File: src/rtl/gate_bist_pkg.sv
// Shared state encoding and truth tables for the portas gate BIST engine.
package gate_bist_pkg;

    typedef enum logic [1:0] {
        ST_IDLE   = 2'd0,
        ST_APPLY  = 2'd1,
        ST_SAMPLE = 2'd2,
        ST_DONE   = 2'd3
    } state_t;

    localparam logic [3:0] TT_AND  = 4'b1000;
    localparam logic [3:0] TT_OR   = 4'b1110;
    localparam logic [3:0] TT_NAND = 4'b0111;
    localparam logic [3:0] TT_NOR  = 4'b0001;
    localparam logic [3:0] TT_XOR  = 4'b0110;

endpackage

File: src/rtl/gate_bist_checker.sv
// Response checker: compares sampled gate output against the truth table,
// accumulates mismatches and captures the first failing vector.
module bist_checker
    import gate_bist_pkg::*;
#(
    parameter int                   N_IN  = 2,
    parameter logic [2**N_IN-1:0]   TRUTH = TT_AND
) (
    input  logic              clk,
    input  logic              rst,
    input  logic              clear,
    input  logic              sample,
    input  logic [N_IN-1:0]   vec,
    input  logic              gate_y,
    output logic              mismatch,
    output logic [N_IN:0]     err_count,
    output logic [N_IN-1:0]   first_fail_vec,
    output logic              first_fail_valid
);

    assign mismatch = sample && (gate_y != TRUTH[vec]);

    always_ff @(posedge clk) begin
        if (rst || clear) begin
            err_count        <= '0;
            first_fail_vec   <= '0;
            first_fail_valid <= 1'b0;
        end else if (mismatch) begin
            err_count <= err_count + (N_IN+1)'(1);
            if (!first_fail_valid) begin
                first_fail_vec   <= vec;
                first_fail_valid <= 1'b1;
            end
        end
    end

endmodule

File: src/rtl/gate_bist.sv
// Exhaustive self-test sequencer for a single combinational gate:
// walks every input vector, holds it SETTLE cycles, then samples gate_y.
module gate_bist
    import gate_bist_pkg::*;
#(
    parameter int                   N_IN   = 2,
    parameter logic [2**N_IN-1:0]   TRUTH  = TT_AND,
    parameter int                   SETTLE = 1
) (
    input  logic              clk,
    input  logic              rst,
    input  logic              start,
    output logic [N_IN-1:0]   vec_out,
    input  logic              gate_y,
    output logic              busy,
    output logic              done,
    output logic              pass,
    output logic [N_IN:0]     err_count,
    output logic [N_IN-1:0]   first_fail_vec,
    output logic              first_fail_valid
);

    localparam logic [N_IN-1:0] VEC_LAST    = '1;
    localparam logic [3:0]      SETTLE_LAST = 4'(SETTLE - 1);

    state_t     state;
    logic [3:0] settle_cnt;
    logic       start_ok;
    logic       sample;
    logic       mismatch;

    assign start_ok = start && (state == ST_IDLE || state == ST_DONE);
    assign sample   = (state == ST_SAMPLE);

    bist_checker #(
        .N_IN  (N_IN),
        .TRUTH (TRUTH)
    ) u_checker (
        .clk              (clk),
        .rst              (rst),
        .clear            (start_ok),
        .sample           (sample),
        .vec              (vec_out),
        .gate_y           (gate_y),
        .mismatch         (mismatch),
        .err_count        (err_count),
        .first_fail_vec   (first_fail_vec),
        .first_fail_valid (first_fail_valid)
    );

    always_ff @(posedge clk) begin
        if (rst) begin
            state      <= ST_IDLE;
            vec_out    <= '0;
            busy       <= 1'b0;
            done       <= 1'b0;
            pass       <= 1'b0;
            settle_cnt <= '0;
        end else begin
            unique case (state)
                ST_IDLE, ST_DONE: begin
                    if (start) begin
                        state      <= ST_APPLY;
                        vec_out    <= '0;
                        busy       <= 1'b1;
                        done       <= 1'b0;
                        pass       <= 1'b0;
                        settle_cnt <= '0;
                    end
                end
                ST_APPLY: begin
                    if (settle_cnt == SETTLE_LAST) begin
                        settle_cnt <= '0;
                        state      <= ST_SAMPLE;
                    end else begin
                        settle_cnt <= settle_cnt + 4'd1;
                    end
                end
                ST_SAMPLE: begin
                    if (vec_out == VEC_LAST) begin
                        state   <= ST_DONE;
                        vec_out <= '0;
                        busy    <= 1'b0;
                        done    <= 1'b1;
                        // include the verdict of this final sample
                        pass    <= (err_count == '0) && !mismatch;
                    end else begin
                        vec_out <= vec_out + N_IN'(1);
                        state   <= ST_APPLY;
                    end
                end
                default: state <= ST_IDLE;
            endcase
        end
    end

endmodule

File: config.mk
export PLATFORM = sky130hd
export DESIGN_NAME = gate_bist
export DESIGN_NICKNAME = d
export VERILOG_FILES = /design/src/rtl/gate_bist_pkg.sv /design/src/rtl/gate_bist_checker.sv /design/src/rtl/gate_bist.sv
export SDC_FILE = /design/constraint.sdc
export NUM_CORES = 1
export LEC_CHECK = 0
export ABC_AREA = 1
export BUFFER_PORTS_ARGS = -buffer_cell sky130_fd_sc_hd__buf_2
export CORE_MARGIN = 2
export CORE_UTILIZATION = 57
export CTS_BUF_LIST = sky130_fd_sc_hd__clkbuf_8 sky130_fd_sc_hd__clkbuf_16
export DETAILED_ROUTE_END_ITERATION = 8
export GPL_ROUTABILITY_DRIVEN = 0
export PLACE_DENSITY = 0.81
export SLEW_MARGIN = 20
export SYNTH_ARGS = -nofsm -noshare
export SYNTH_HDL_FRONTEND = slang
export SYNTH_SLANG_ARGS = --single-unit
File: constraint.sdc
create_clock -name clk -period 3.8 [get_ports clk]
set_input_delay 0.76 -clock clk [delete_from_list [all_inputs] [get_ports clk]]
set_output_delay 0.76 -clock clk [all_outputs]
set_load 0.005 [all_outputs]
# Yosys cells after proc, flatten, opt, wreduce, memory -nomap -nowiden
# Cells that the tools add are included.
# Widths: inputs -> output; s select.
# classes
n_lt_le_gt_ge,1
addsub,3
n_bitwise,1
mux,20
n_eq_ne,8
reduce_logical,17
# ops
operator,n
$mux 2,5
$mux 4,2
$pmux 4 s2,1
$reduce_and 2->1,4
$eq 2x2->1 const B,3
$mux 1,6
$ne 2x2->1 const B,3
$pmux 1 s2,3
$pmux 2 s3,1
$add 4x1->4 const B,1
$logic_not 4->1,1
$pmux 2 s2,1
$reduce_bool 2->1,2
$add 3x1->3 const B,1
$logic_and 1x1->1,3
$logic_not 3->1,1
$lt 2x3->1 const B,1
$reduce_and 3->1,1
$add 2x1->2 const B,1
$bmux 1 s2,1
$eq 2x1->1 const B,1
$logic_not 2->1,1
$logic_or 1x1->1,2
$reduce_or 2->1,1
3 further kinds,3
# word_totals
reg_bits,17
in_bits,4
word_cells,59
out_inout_bits,11

# Longest topological paths before layout
# Gate-level depths: netlist of run 1.
# depth
depth_word,8
ltp_mapped,10
depth_no_buf,10

# Modules after synthesis
# Synthesis of run 1 repeated with hierarchy kept, for this count alone.
# hier_totals
hier_cells,133
hier_area_um2,925.9
# modules_own_cells
module,instances,seq_area_each_um2,cells_each,area_each_um2
gate_bist,1,220.2,94,650.6
bist_checker,1,120.1,39,275.3

# Worst setup path after synthesis of run 1
# OpenSTA, ideal clock, no wires.
# synth_timing
path_kind,reg2reg
from,reg state[0]
to,reg done
t_arrival_ps,1211
setup_ps,114
required_time_ps,3686
path_stages_with_launch,9
synth_period_minus_slack_ps,1325
setup_slack_ps,2475
n_path_buf,0
path_cell_list,dfxtp_1 -> inv_1 -> ha_1 -> inv_1 -> nand2_1 -> nand2_2 -> nand2_1 -> a21oi_1 -> nor2_1
# synth_via
elab_chain_cells,4
word_cells_on_any_way,9
cone_classes,4 x eq/ne; 1 x mux; 4 x reduce/logical
# synth_lines
item,line,text
start: declaration,gate_bist.sv:26,state_t state;
start signal: assignment,gate_bist.sv:53,state <= ST_IDLE;
start signal: assignment,gate_bist.sv:63,state <= ST_APPLY;
start signal: assignment,gate_bist.sv:74,state <= ST_SAMPLE;
$eq 2x2->1 or $logic_not 2->1 (tied branches),gate_bist.sv:60,unique case (state)
$reduce_or 2->1,gate_bist.sv:60,
$ne 2x2->1 (no source line) or $reduce_bool 2->1 (tied branches),n/a,
$reduce_and 3->1 (no source line),n/a,
end signal: assignment,gate_bist.sv:56,done <= 1'b0;
end signal: assignment,gate_bist.sv:66,done <= 1'b0;
end signal: assignment,gate_bist.sv:84,done <= 1'b1;
end: declaration,gate_bist.sv:16,"output logic done,"
# Parallel ways exist; a longest one is shown, timed or not.
# A chain may end at the register's enable or synchronous reset.

# Worst setup path in the final report of run 1
# layout_timing
from,reg vec_out[0]
to,out vec_out[0]
# layout_rtl
item,line,text
start: declaration,gate_bist.sv:13,"output logic [N_IN-1:0] vec_out,"
start signal: assignment,gate_bist.sv:88,vec_out <= vec_out + N_IN'(1);
# No word-level cell between the ends.

==> results, run 1 <==
- The first-pass detailed-route iteration total is 4.
- The final wirelength is 1720 um.
- The netlist area before placement is 891 um2.
- The count of pins on the block boundary is 15.
- Counting flops with a built-in enable in the synthesized netlist gives 0.
- The vertical die dimension is 43.5 um.
- The clock net in this run drives a total of 17 sinks.
- In this run the tool buffered the top-level ports with 14 buffer cells.
- The final max-slew violation count is 0.
- The number of buffers inserted by post-CTS setup repair is 0.
- In the final design database the tool counted 157 nets.
- The number of nets in the synthesized netlist is 138.
- At the pin with the least slew margin, the transition time is 258 ps.
- Buffers inserted during clock tree synthesis total 3.
- In the routed design, unresolved DRC markers number 0.
- The initial antenna violation count was 0.
- Ranked by total cell area, the synthesized netlist is headed by sky130_fd_sc_hd__dfxtp_1 (38%), sky130_fd_sc_hd__nand2_1 (15%), sky130_fd_sc_hd__ha_1 (13%).
- The power share of the clock group is 0.340.
- From synthesis to final layout, the design area changed by 15.2%.
- Clock skew on the completed layout was measured at 5.74 ps.
- The via count of the first global-routing pass was 745.
- CTS built an H-tree with a depth of 1.
- Summed over all instances, the cell type with the most area after synthesis is sky130_fd_sc_hd__dfxtp_1.
- The leakage power is 0.478 nW.
- The area inside the core boundary is 1490 um2.
- The wire-length estimate of the detail-placed layout is 1300 um.
- The kind of cell adding the most delay to the critical path is flip-flops.
- STA puts the critical path data arrival time at 790 ps.
- For this run, global-route usage on met2 was measured as 0.331.
- The maximum buffer depth of the clock tree is 2.
- The number of max-cap violations is 0.
- The number of setup violations in the final report is 0.
- The run finished with clean final reports.
- The average via count per standard cell is 5.34.
- The initial utilization of the core area, before any placement, comes to 0.598.
- The repair_antennas step left the layout with diodes totalling 0.
- After clock tree synthesis, the repair step resized 0 gates.
- Counting instances in the post-synthesis netlist gives the leading cell types as sky130_fd_sc_hd__nand2_1 (36), sky130_fd_sc_hd__dfxtp_1 (17), sky130_fd_sc_hd__inv_1 (15).
- The number of hold violations in the final report is 0.
- For the worst-skew pair, the clock arrives at the later sink with an insertion delay of 250 ps.
- The switching portion of total power is 0.289.
- The total power density per cell area is 383 nW/um2.
- Of the post-synthesis cell area, the dominant cell type holds 0.382.
- The count of distinct cell types in the synthesized netlist is 15.
- The CTS tree is yes.
- The share of total power dissipated in combinational logic is 0.175.
- The commonest register cell after synthesis is sky130_fd_sc_hd__dfxtp_1.
- The maximum single-stage delay on the critical path is 400 ps.
- A synthesized cell averages 7.13 um2.
- The number of hold buffers added after CTS was 0.
- Setup slack on the worst reg-to-reg path comes out at 2320 ps.
- STA puts the critical path data required time at 3040 ps.
- The net switching power of the design is 0.000114 W.
- The wire length of the first global-routing pass is 2840 um.
- The worst supply voltage drop on vdd is 0.300 mV.
- The fraction of registers with async set/reset is 0.
- For this run, global-route usage on met3 was measured as 0.0375.
- The path class of the tightest hold or removal check is reg2reg.
- The slowest library cell on the worst path is sky130_fd_sc_hd__dfxtp_1.
- The relative slew slack is 0.827.
- The sum of negative setup slack is 0 ps.
- The kind of end point of the critical path is a primary output.
- For this block, the initial DRC count from the detailed router was 12.
- The post-synthesis instance total is 125.
- The filler cells instantiated in the layout total 131.
- The worst setup path is launched from a flop.
- Setup repair after global routing left no endpoint under its margin.
- The global-route usage over all layers is 0.198.
- For this run the aggregate overflow at the end of global routing stands at 0.
- In the final layout, the share of cells above drive strength 1 is 0.161.
- The routed via count is 849.
- The internal power component is 0.000280 W.
- The critical path buffer and inverter count is 1.
- Once detail routing completed, the nets flagged for antenna violations numbered 0.
- The floorplan step defined a die boundary enclosing 1900 um2.
- The final worst-path cycle share is 0.409.
- Timing analysis after detailed placement gives a worst setup slack of 2290 ps.
- The register clock-pin slew on the reported worst setup and hold paths is 70 ps.
- Once routing completed, OpenROAD measured the worst setup slack at 2250 ps.
- The share of total power dissipated in sequential elements is 0.485.
- The met1 demand-to-capacity share in global routing is 0.245.
- The post-route minimum period is 1550 ps.
- The upper clock frequency limit is 644 MHz.
- The width of the die is 43.5 um.
- The most common cell in the synthesized netlist is sky130_fd_sc_hd__nand2_1.
- During synthesis, Yosys emitted a total of 0 warnings.
- Synthesis inferred 17 register bits.
- In this run the most used layer during global routing was met2.
- Of all nets on the critical path, the largest fanout is 5.
- The number of rows created at floorplan is 14.
- The critical path goes through buf_2.
- The sequential element share of the synthesized area is 0.382.
- The pin count of the biggest net entering global routing is 10.
- In the final routed layout, each cell accounts on average for 10.8 um.
- The clock tree root buffer cell is sky130_fd_sc_hd__clkbuf_8.
- The classification of the worst setup path is reg2out.
==> state kept, by name, indices dropped and copies added (netlist names) <==
register / flops
u_checker.err_count: 3
state: 2
u_checker.first_fail_vec: 2
pass: 1
settle_cnt: 4
vec_out: 2
done: 1
busy: 1
u_checker.first_fail_valid: 1
==> routing by layer <==
| metal | wire (um) | part of all wire |
|---|---|---|
| met1 | 825 | 0.48 |
| met5 | 0 | 0 |
| met3 | 57 | 0.033 |
| met2 | 804 | 0.47 |
| met4 | 30 | 0.017 |
==> power groups by stage <==
stage          clock (W)  combinational [W]  sequential, W
3_3_place_gp           0          0.0000654       0.000194
5_1_grt         0.000141          0.0000768       0.000191
4_1_cts         0.000134          0.0000687       0.000191
6_report        0.000134          0.0000689       0.000191
3_5_place_dp           0          0.0000680       0.000195
2_1_floorplan          0          0.0000501       0.000194
==> logic make-up (layout without fill, tap and decap cells) <==
logic type	count (synthesis)	after routing	share of synthesized area
fa+ha+maj	9	9	0.126
xor+xnor	1	1	0.00983
simple gates	65	65	0.319
compound gates	17	17	0.0955
buf+inv	16	34	0.0674
flops	17	17	0.382
==> layout make-up <==
class | count | area [um2] | share of cell area
Inverter | 16 | 60.1 | 0.0585
Timing Repair Buffer | 14 | 70.1 | 0.0683
Tap cell | 16 | 20.0 | 0.0195
Clock buffer | 3 | 41.3 | 0.0402
Multi-Input combinational cell | 92 | 490 | 0.478
Sequential cell | 17 | 340 | 0.332
Clock inverter | 1 | 3.75 | 0.00366
==> worst paths after layout <==
path                          startpoint                     endpoint  depth (start not counted)
max                           vec_out[0]                   vec_out[0]                          1
min          u_checker.first_fail_vec[0]  u_checker.first_fail_vec[0]                          2
max reg2reg                     state[0]                         pass                          7
min reg2reg  u_checker.first_fail_vec[0]  u_checker.first_fail_vec[0]                          2
==> tightest hold or removal path: cells and delay by family, from the launching register on <==
kind               cells  cell delay, ps
DFF                    1             310
and+or+nand+nor        1              60
AOI/OAI and AO/OA      1              50
==> per-stage QoR <==
step           utilization  hold slack (ps)  power [W]  std cells  area (um2)
3_5_place_dp         0.659              459   0.000263        155         981
5_1_grt              0.689              504   0.000410        159        1030
2_1_floorplan            -              456   0.000244        125         891
6_report             0.689              468   0.000393        159        1030
3_3_place_gp         0.659              449   0.000260        155         981
4_1_cts              0.689              469   0.000394        159        1030
==> layout by cell type (no fill, tap or decap), drive strengths merged <==
| master | count |
|---|---|
| xor2 | 1 |
| nand3 | 12 |
| a21oi | 14 |
| clkbuf | 3 |
| nor2 | 11 |
| buf | 14 |
| inv | 17 |
| o21ai | 3 |
| nand2 | 40 |
| nor3b | 1 |
| dfxtp | 17 |
| nand3b | 1 |
| ha | 9 |
Power figures use the tool's default switching activity.
==> run 2, diff against run 1 <==
Settings changed: CORE_UTILIZATION 57 to 53, PLACE_DENSITY 0.81 to 0.76.
Clock period 3.8 ns to 1.46 ns, I/O delays scaled along.
==> run 2 against run 1 <==
  * Via count down 5.1%
  * Core utilization down 0.97 points
  * Global-route usage down 1.2 points
  * Routed wire length down 0.29%
  * Final area up 2.1%
  * Sequential power rose to 2.6 times the previous value
  * Power rose to 2.6 times the previous value
  * Flip-flop and latch count unchanged
  * Die area up 6.8%
  * Critical endpoint is now done
  * Largest power group unchanged
  * Highest routed layer unchanged
==> results, run 2 (synthesis gave the netlist of run 1 again) <==
- The flow ran to the end, and the final reports show no timing, DRC or antenna violations.
- The root buffer cell chosen for the clock tree is sky130_fd_sc_hd__clkbuf_8.
- From synthesis to final layout, the design area changed by 17.6%.
- The count of pins on the block boundary is 15.
- The register with the most flip-flops is settle_cnt.
- The wire length of the first global-routing pass is 2770 um.
- In the routed layout, each cell is associated on average with a via count of 5.04.
- The maximum single-stage delay on the critical path is 360 ps.
- Traced cell by cell, the critical path runs through inv_1 > ha_4 > inv_1 > nand2_1 > nand2_2 > nand2_1 > a21oi_1 > nor2_1.
- The worst setup slack after layout is 115 ps.
- STA classifies the critical path endpoint as a flop.
- Leaving out fill and tap cells, the most frequent cell in the layout is sky130_fd_sc_hd__nand2_1.
- The relative slew slack is 0.828.
- The first-pass detailed-route iteration total is 4.
- The longest clock path from root to sink contains 2 buffers.
- The kind of start point of the critical path is a flop.
- Summed over all cells, the static leakage comes to 0.484 nW.
- The routed via count is 806.
- The minimum hold slack is 308 ps.
- Setup violations remaining at the end of the flow were counted as 0.
- Timing analysis after detailed placement gives a worst setup slack of 4.71 ps.
- The peak fanout along the critical path is 5.
- STA puts the critical path data arrival time at 1490 ps.
- The number of CTS-inserted buffers is 3.
- The sum of negative setup slack is 0 ps.
- Of the cells placed in the final design, the portion with a size suffix greater than 1 is 0.181.
- The floorplan has 14 rows.
- The pin count of the biggest net entering global routing is 10.
- Subtracting the final worst setup slack from the clock period gives 1350 ps.
- The later pin in the worst-skew pair is clocked with a latency of 250 ps.
- After global routing the overflow that remains totals 0.
- VDD sags by at most 0.563 mV.
- The library cells used most frequently in the layout, excluding fill and tap cells, are sky130_fd_sc_hd__nand2_1 (36), sky130_fd_sc_hd__inv_1 (16), sky130_fd_sc_hd__dfxtp_1 (16).
- The largest registers in the layout are settle_cnt x4, u_checker.err_count x3.
- The CTS tree is yes.
- The die outline area is 2030 um2.
- The total power density per cell area is 986 nW/um2.
- In this design, the largest share of critical-path delay is due to flip-flops.
- The upper clock frequency limit is 743 MHz.
- The number of hold violations in the final report is 0.
- The number of H-tree levels is 1.
- The repair_antennas step left the layout with diodes totalling 0.
- The via count of the first global-routing pass is 669.
- The area inside the core boundary is 1540 um2.
- The critical path is of the reg2reg type.
- The number of remaining DRC errors is 0.
- The global-route usage over all layers is 0.187.
- In this run the vertical extent of the chip is 45 um.
- For the worst setup path, the data required time is 1600 ps.
- Setup repair after global routing left no endpoint under its margin.
- The placed wire-length estimate after detailed placement is 1260 um.
- The DRC violation total after the first TritonRoute iteration is 9.
- The final max-slew violation count is 0.
- The largest individual stage delay along the critical path comes from the cell sky130_fd_sc_hd__dfxtp_2.
- In this run the horizontal extent of the chip is 45 um.
- The final wirelength is 1710 um.
- The tool flagged a number of max-cap violations equal to 0.
- The initial utilization of the core area, before any placement, comes to 0.578.
- The number of buffers and inverters on the critical path is 2.
- Of the available clock period, the critical path in the final layout requires 0.921.
- The detail route stage leaves a number of antenna-violating nets equal to 0.
- The final layout contains 158 nets.
- The actual slew at the worst max-slew pin is 257 ps.
- The number of buffer cells added on primary ports is 14.
- The type of the most critical hold path is in2reg.
- Dividing the detail-routed wire length by the instance count gives 10.7 um.
- The register with the most flip-flops in the layout has 4 of them.
- The total of hold buffers inserted after clock tree synthesis is 0.
- The initial antenna violation count came to 0.
- The clock tree skew after final layout is 0.830 ps.
- The clock net in this run drives a total of 17 sinks.
- The register clock-pin slew on the reported worst setup and hold paths is 60 ps.
[run 2: area by class of cell]
class                           count  area, um2
Tap cell                           16       20.0
Sequential cell                    17        342
Timing Repair Buffer               15       77.6
Clock buffer                        3       41.3
Multi-Input combinational cell     92        503
Clock inverter                      1       3.75
Fill cell                         154        494
Inverter                           16       60.1
[run 2: worst paths after layout]
path                          startpoint                          end  slack (ps)  cells after the start
max reg2reg                     state[0]                         done         110                      8
max                             state[0]                         done         110                      8
min                                  rst                settle_cnt[1]         310                      2
min reg2reg  u_checker.first_fail_vec[0]  u_checker.first_fail_vec[0]         460                      2
[run 2: stage by stage]
stage	util	area [um2]	power [W]	instances
floorplan	-	891	0.000636	125
global placement	0.641	988	0.000683	156
detailed placement	0.641	988	0.000687	156
CTS	0.671	1030	0.00103	160
global route	0.679	1050	0.00109	160
finish	0.679	1050	0.00103	160
[run 2: routing by layer]
metal	up-vias	track usage	wire [um]
li1	435	-	-
met1	352	0.262	917
met2	17	0.274	724
met3	2	0.0360	61
met4	0	0.0882	9
met5	-	0	0
[run 2: where the power goes]
group | internal, W | total (W) | switching [W]
registers | 0.000482 | 0.000496 | 0.0000142
clock network | 0.000186 | 0.000339 | 0.000153
logic | 0.0000730 | 0.000197 | 0.000124
[run 2: repair_timing]
action                     CTS  global route
setup buffers                0             0
pin swaps                    0             0
hold endpoints to repair     0             0
gates resized for setup      1             1
setup endpoints to repair    2             6
==> run 3, diff against run 2 <==
Settings changed: MAX_ROUTING_LAYER from default to met4, RECOVER_POWER from default to 25.
==> run 3 against run 2 <==
  * Core utilization decreased by 0.16 points
  * Final cell count stayed put
  * Via count rose by 0.37%
  * Non-clock buffer count unchanged
  * Critical path type unchanged
  * Largest cell class unchanged
  * Highest routed layer unchanged
==> results, run 3 (synthesis gave the netlist of run 1 again) <==
- For this configuration, the core starts out at a cell density of 0.578.
- The residual overflow from global routing is 0.
- The actual slew at the worst max-slew pin is 255 ps.
- The via count of the first global-routing pass is 671.
- Setup total negative slack on the finished layout was measured at 0 ps.
- Setup violations remaining at the end of the flow were counted as 0.
- The startpoint of the most critical setup path is state[0].
- The area used by multi-input combinational logic is 503 um2.
- The largest registers in the layout are settle_cnt x4, u_checker.err_count x3.
- Of the total power, the share spent switching nets is 0.282.
- The DRC violation total after the first TritonRoute iteration is 10.
- Before antenna repair, the detailed router went through 4 iterations.
- The routed via count is 809.
- The critical path buffer and inverter count is 2.
- From synthesis to final layout, the design area changed by 17.3%.
- The worst setup path is captured at a flop.
- Ranked by flip-flop count, first place goes to settle_cnt.
- The width of the die is 45 um.
- The core region is 1540 um2.
- Clock tree synthesis selected as its root buffer the cell sky130_fd_sc_hd__clkbuf_8.
- Once layout is done, the placed cells without fillers occupy 1040 um2.
- The worst supply voltage drop on vdd is 0.562 mV.
- The classification of the worst setup path is reg2reg.
- In this run the critical register-to-register path is launched from state[0].
- The average via count per standard cell is 5.06.
- The worst setup path is launched from a flop.
- The power consumption is 0.00103 W.
- The most common cell after layout, fill and taps aside is sky130_fd_sc_hd__nand2_1.
- At the worst endpoint, the required time is 1600 ps.
- The number of sinks driven by the clock tree is 17.
- The register with the most flip-flops in the layout has 4 of them.
- Dividing total power by cell area gives a power density of 986 nW/um2.
- The register clock-pin slew on the reported worst setup and hold paths is 60 ps.
- CTS built an H-tree with a depth of 1.
- Traced cell by cell, the critical path runs through inv_1 > ha_4 > inv_1 > nand2_1 > nand2_2 > nand2_1 > a21oi_1 > nor2_1.
- The startpoint of the worst hold path is rst.
- The peak fanout along the critical path is 5.
- The number of max-cap violations is 0.
- Clock latency on the worst-skew pair, taken at its later pin, is 240 ps.
- The floorplan has 14 rows.
- The min-delay analysis places its worst path in the category in2reg.
- Among all stages on the critical path, the largest delay is contributed by sky130_fd_sc_hd__dfxtp_2.
- The kind of cell adding the most delay to the critical path is flip-flops.
- Once detail routing completed, the nets flagged for antenna violations numbered 0.
- Setup repair after global routing left no endpoint under its margin.
- The number of antenna repair diodes is 0.
- The clock period could shrink to 1350 ps.
- The number of buffer cells added on primary ports is 14.
- The relative slew slack is 0.829.
- The CTS tree is yes.
- The sequential standard cell area is 342 um2.
- The combinational group share of total power is 0.189.
- Once layout is complete, the utilization of the core stands at 0.678.
- Internal power comes to 0.000740 W.
- The number of CTS-inserted buffers is 3.
- In the final layout, the share of cells above drive strength 1 is 0.167.
- The count of pins on the block boundary is 15.
- The number of hold violations in the final report was 0.
- The share of power burned in registers is 0.482.
- For this run, the post-layout net count is 158.
- The flow ran to the end, and the final reports show no timing, DRC or antenna violations.
- The global-route usage over all layers is 0.192.
- The power share of the clock group is 0.329.
- The longest clock path from root to sink contains 2 buffers.
- Buffers inserted to repair hold after CTS numbered 0.
- The die outline area is 2030 um2.
- The layout has 154 filler cells.
- The final wirelength is 1720 um.
- The wire length of the first global-routing pass is 2770 um.
- For this run, the slowest stage of the critical path takes 360 ps.
- Of the available clock period, the critical path in the final layout requires 0.923.
- After detailed routing, the average wire length per cell comes to 10.7 um.
- The net switching power of the design is 0.000290 W.
- The placed wire-length estimate after detailed placement is 1260 um.
- For this run, the top clock speed supported by timing is 742 MHz.
- The pin count of the biggest net entering global routing is 10.
- In the layout the commonest cells are sky130_fd_sc_hd__nand2_1 (36), sky130_fd_sc_hd__inv_1 (16), sky130_fd_sc_hd__dfxtp_1 (16).
- Clock skew on the completed layout was measured at 0.797 ps.
- The leakage power is 0.476 nW.
- The final max-slew violation count is 0.
- The number of remaining DRC errors is 0.
- The minimum hold slack is 306 ps.
- The initial antenna violation count is 0.
- Measured along the y axis, the die boundary spans 45 um.
- STA puts the critical path data arrival time at 1490 ps.
- After detailed placement, the total cell area comes to 988 um2.
## run 3: cell count changes in the layout (fill, tap and decap cells not counted)
cell,delta
sky130_fd_sc_hd__clkbuf_1,+2
sky130_fd_sc_hd__buf_2,-2
## run 3: metal layers
layer  vias up  wire, um  global-route usage
li1        436         -                   -
met1       353       895               0.262
met2        18       729               0.274
met3         2        83              0.0360
met4         0         9              0.0882
met5         -         0                   -
## run 3: what timing repair did
item	4_1_cts	5_1_grt
setup endpoints to repair	2	6
resized for setup	1	1
endpoints found under the hold margin	0	0
setup buffers	0	0
cloned	0	0
## run 3: metrics by stage
stage,cells,setup slack [ps]
floorplan,125,135
global route,160,20.9
finish,160,113
global placement,156,68.1
detailed placement,156,4.71
CTS,160,42.5
## run 3: worst paths after layout
kind,to,slack (ps),cells past startpoint
hold / removal,settle_cnt[1],310,2
setup reg to reg,done,110,8
hold reg to reg,u_checker.first_fail_vec[0],460,2
setup / recovery,done,110,8
## run 3: area by class of cell
cell class	instances	area share
timing repair buffer	15	0.0719
sequential	17	0.327
multi-input combinational	92	0.481
clock buffer	3	0.0395
tap	16	0.0192
clock inverter	1	0.00359
inverter	16	0.0575
## run 3: power groups by stage
stage                     clock [W]  sequential (W)  combinational (W)
after global placement            0        0.000503           0.000179
final                      0.000339        0.000496           0.000195
after detailed placement          0        0.000504           0.000183
after floorplan                   0        0.000505           0.000130
after global routing       0.000369        0.000497           0.000222
after CTS                  0.000347        0.000495           0.000184
## run 3: worst reg2reg max path, stage by stage, from the launching register on
cell and delay [ps]:
sky130_fd_sc_hd__dfxtp_2 360, sky130_fd_sc_hd__inv_1 90, sky130_fd_sc_hd__ha_4 260, sky130_fd_sc_hd__inv_1 90
sky130_fd_sc_hd__nand2_1 90, sky130_fd_sc_hd__nand2_2 110, sky130_fd_sc_hd__nand2_1 70, sky130_fd_sc_hd__a21oi_1 120
sky130_fd_sc_hd__nor2_1 50
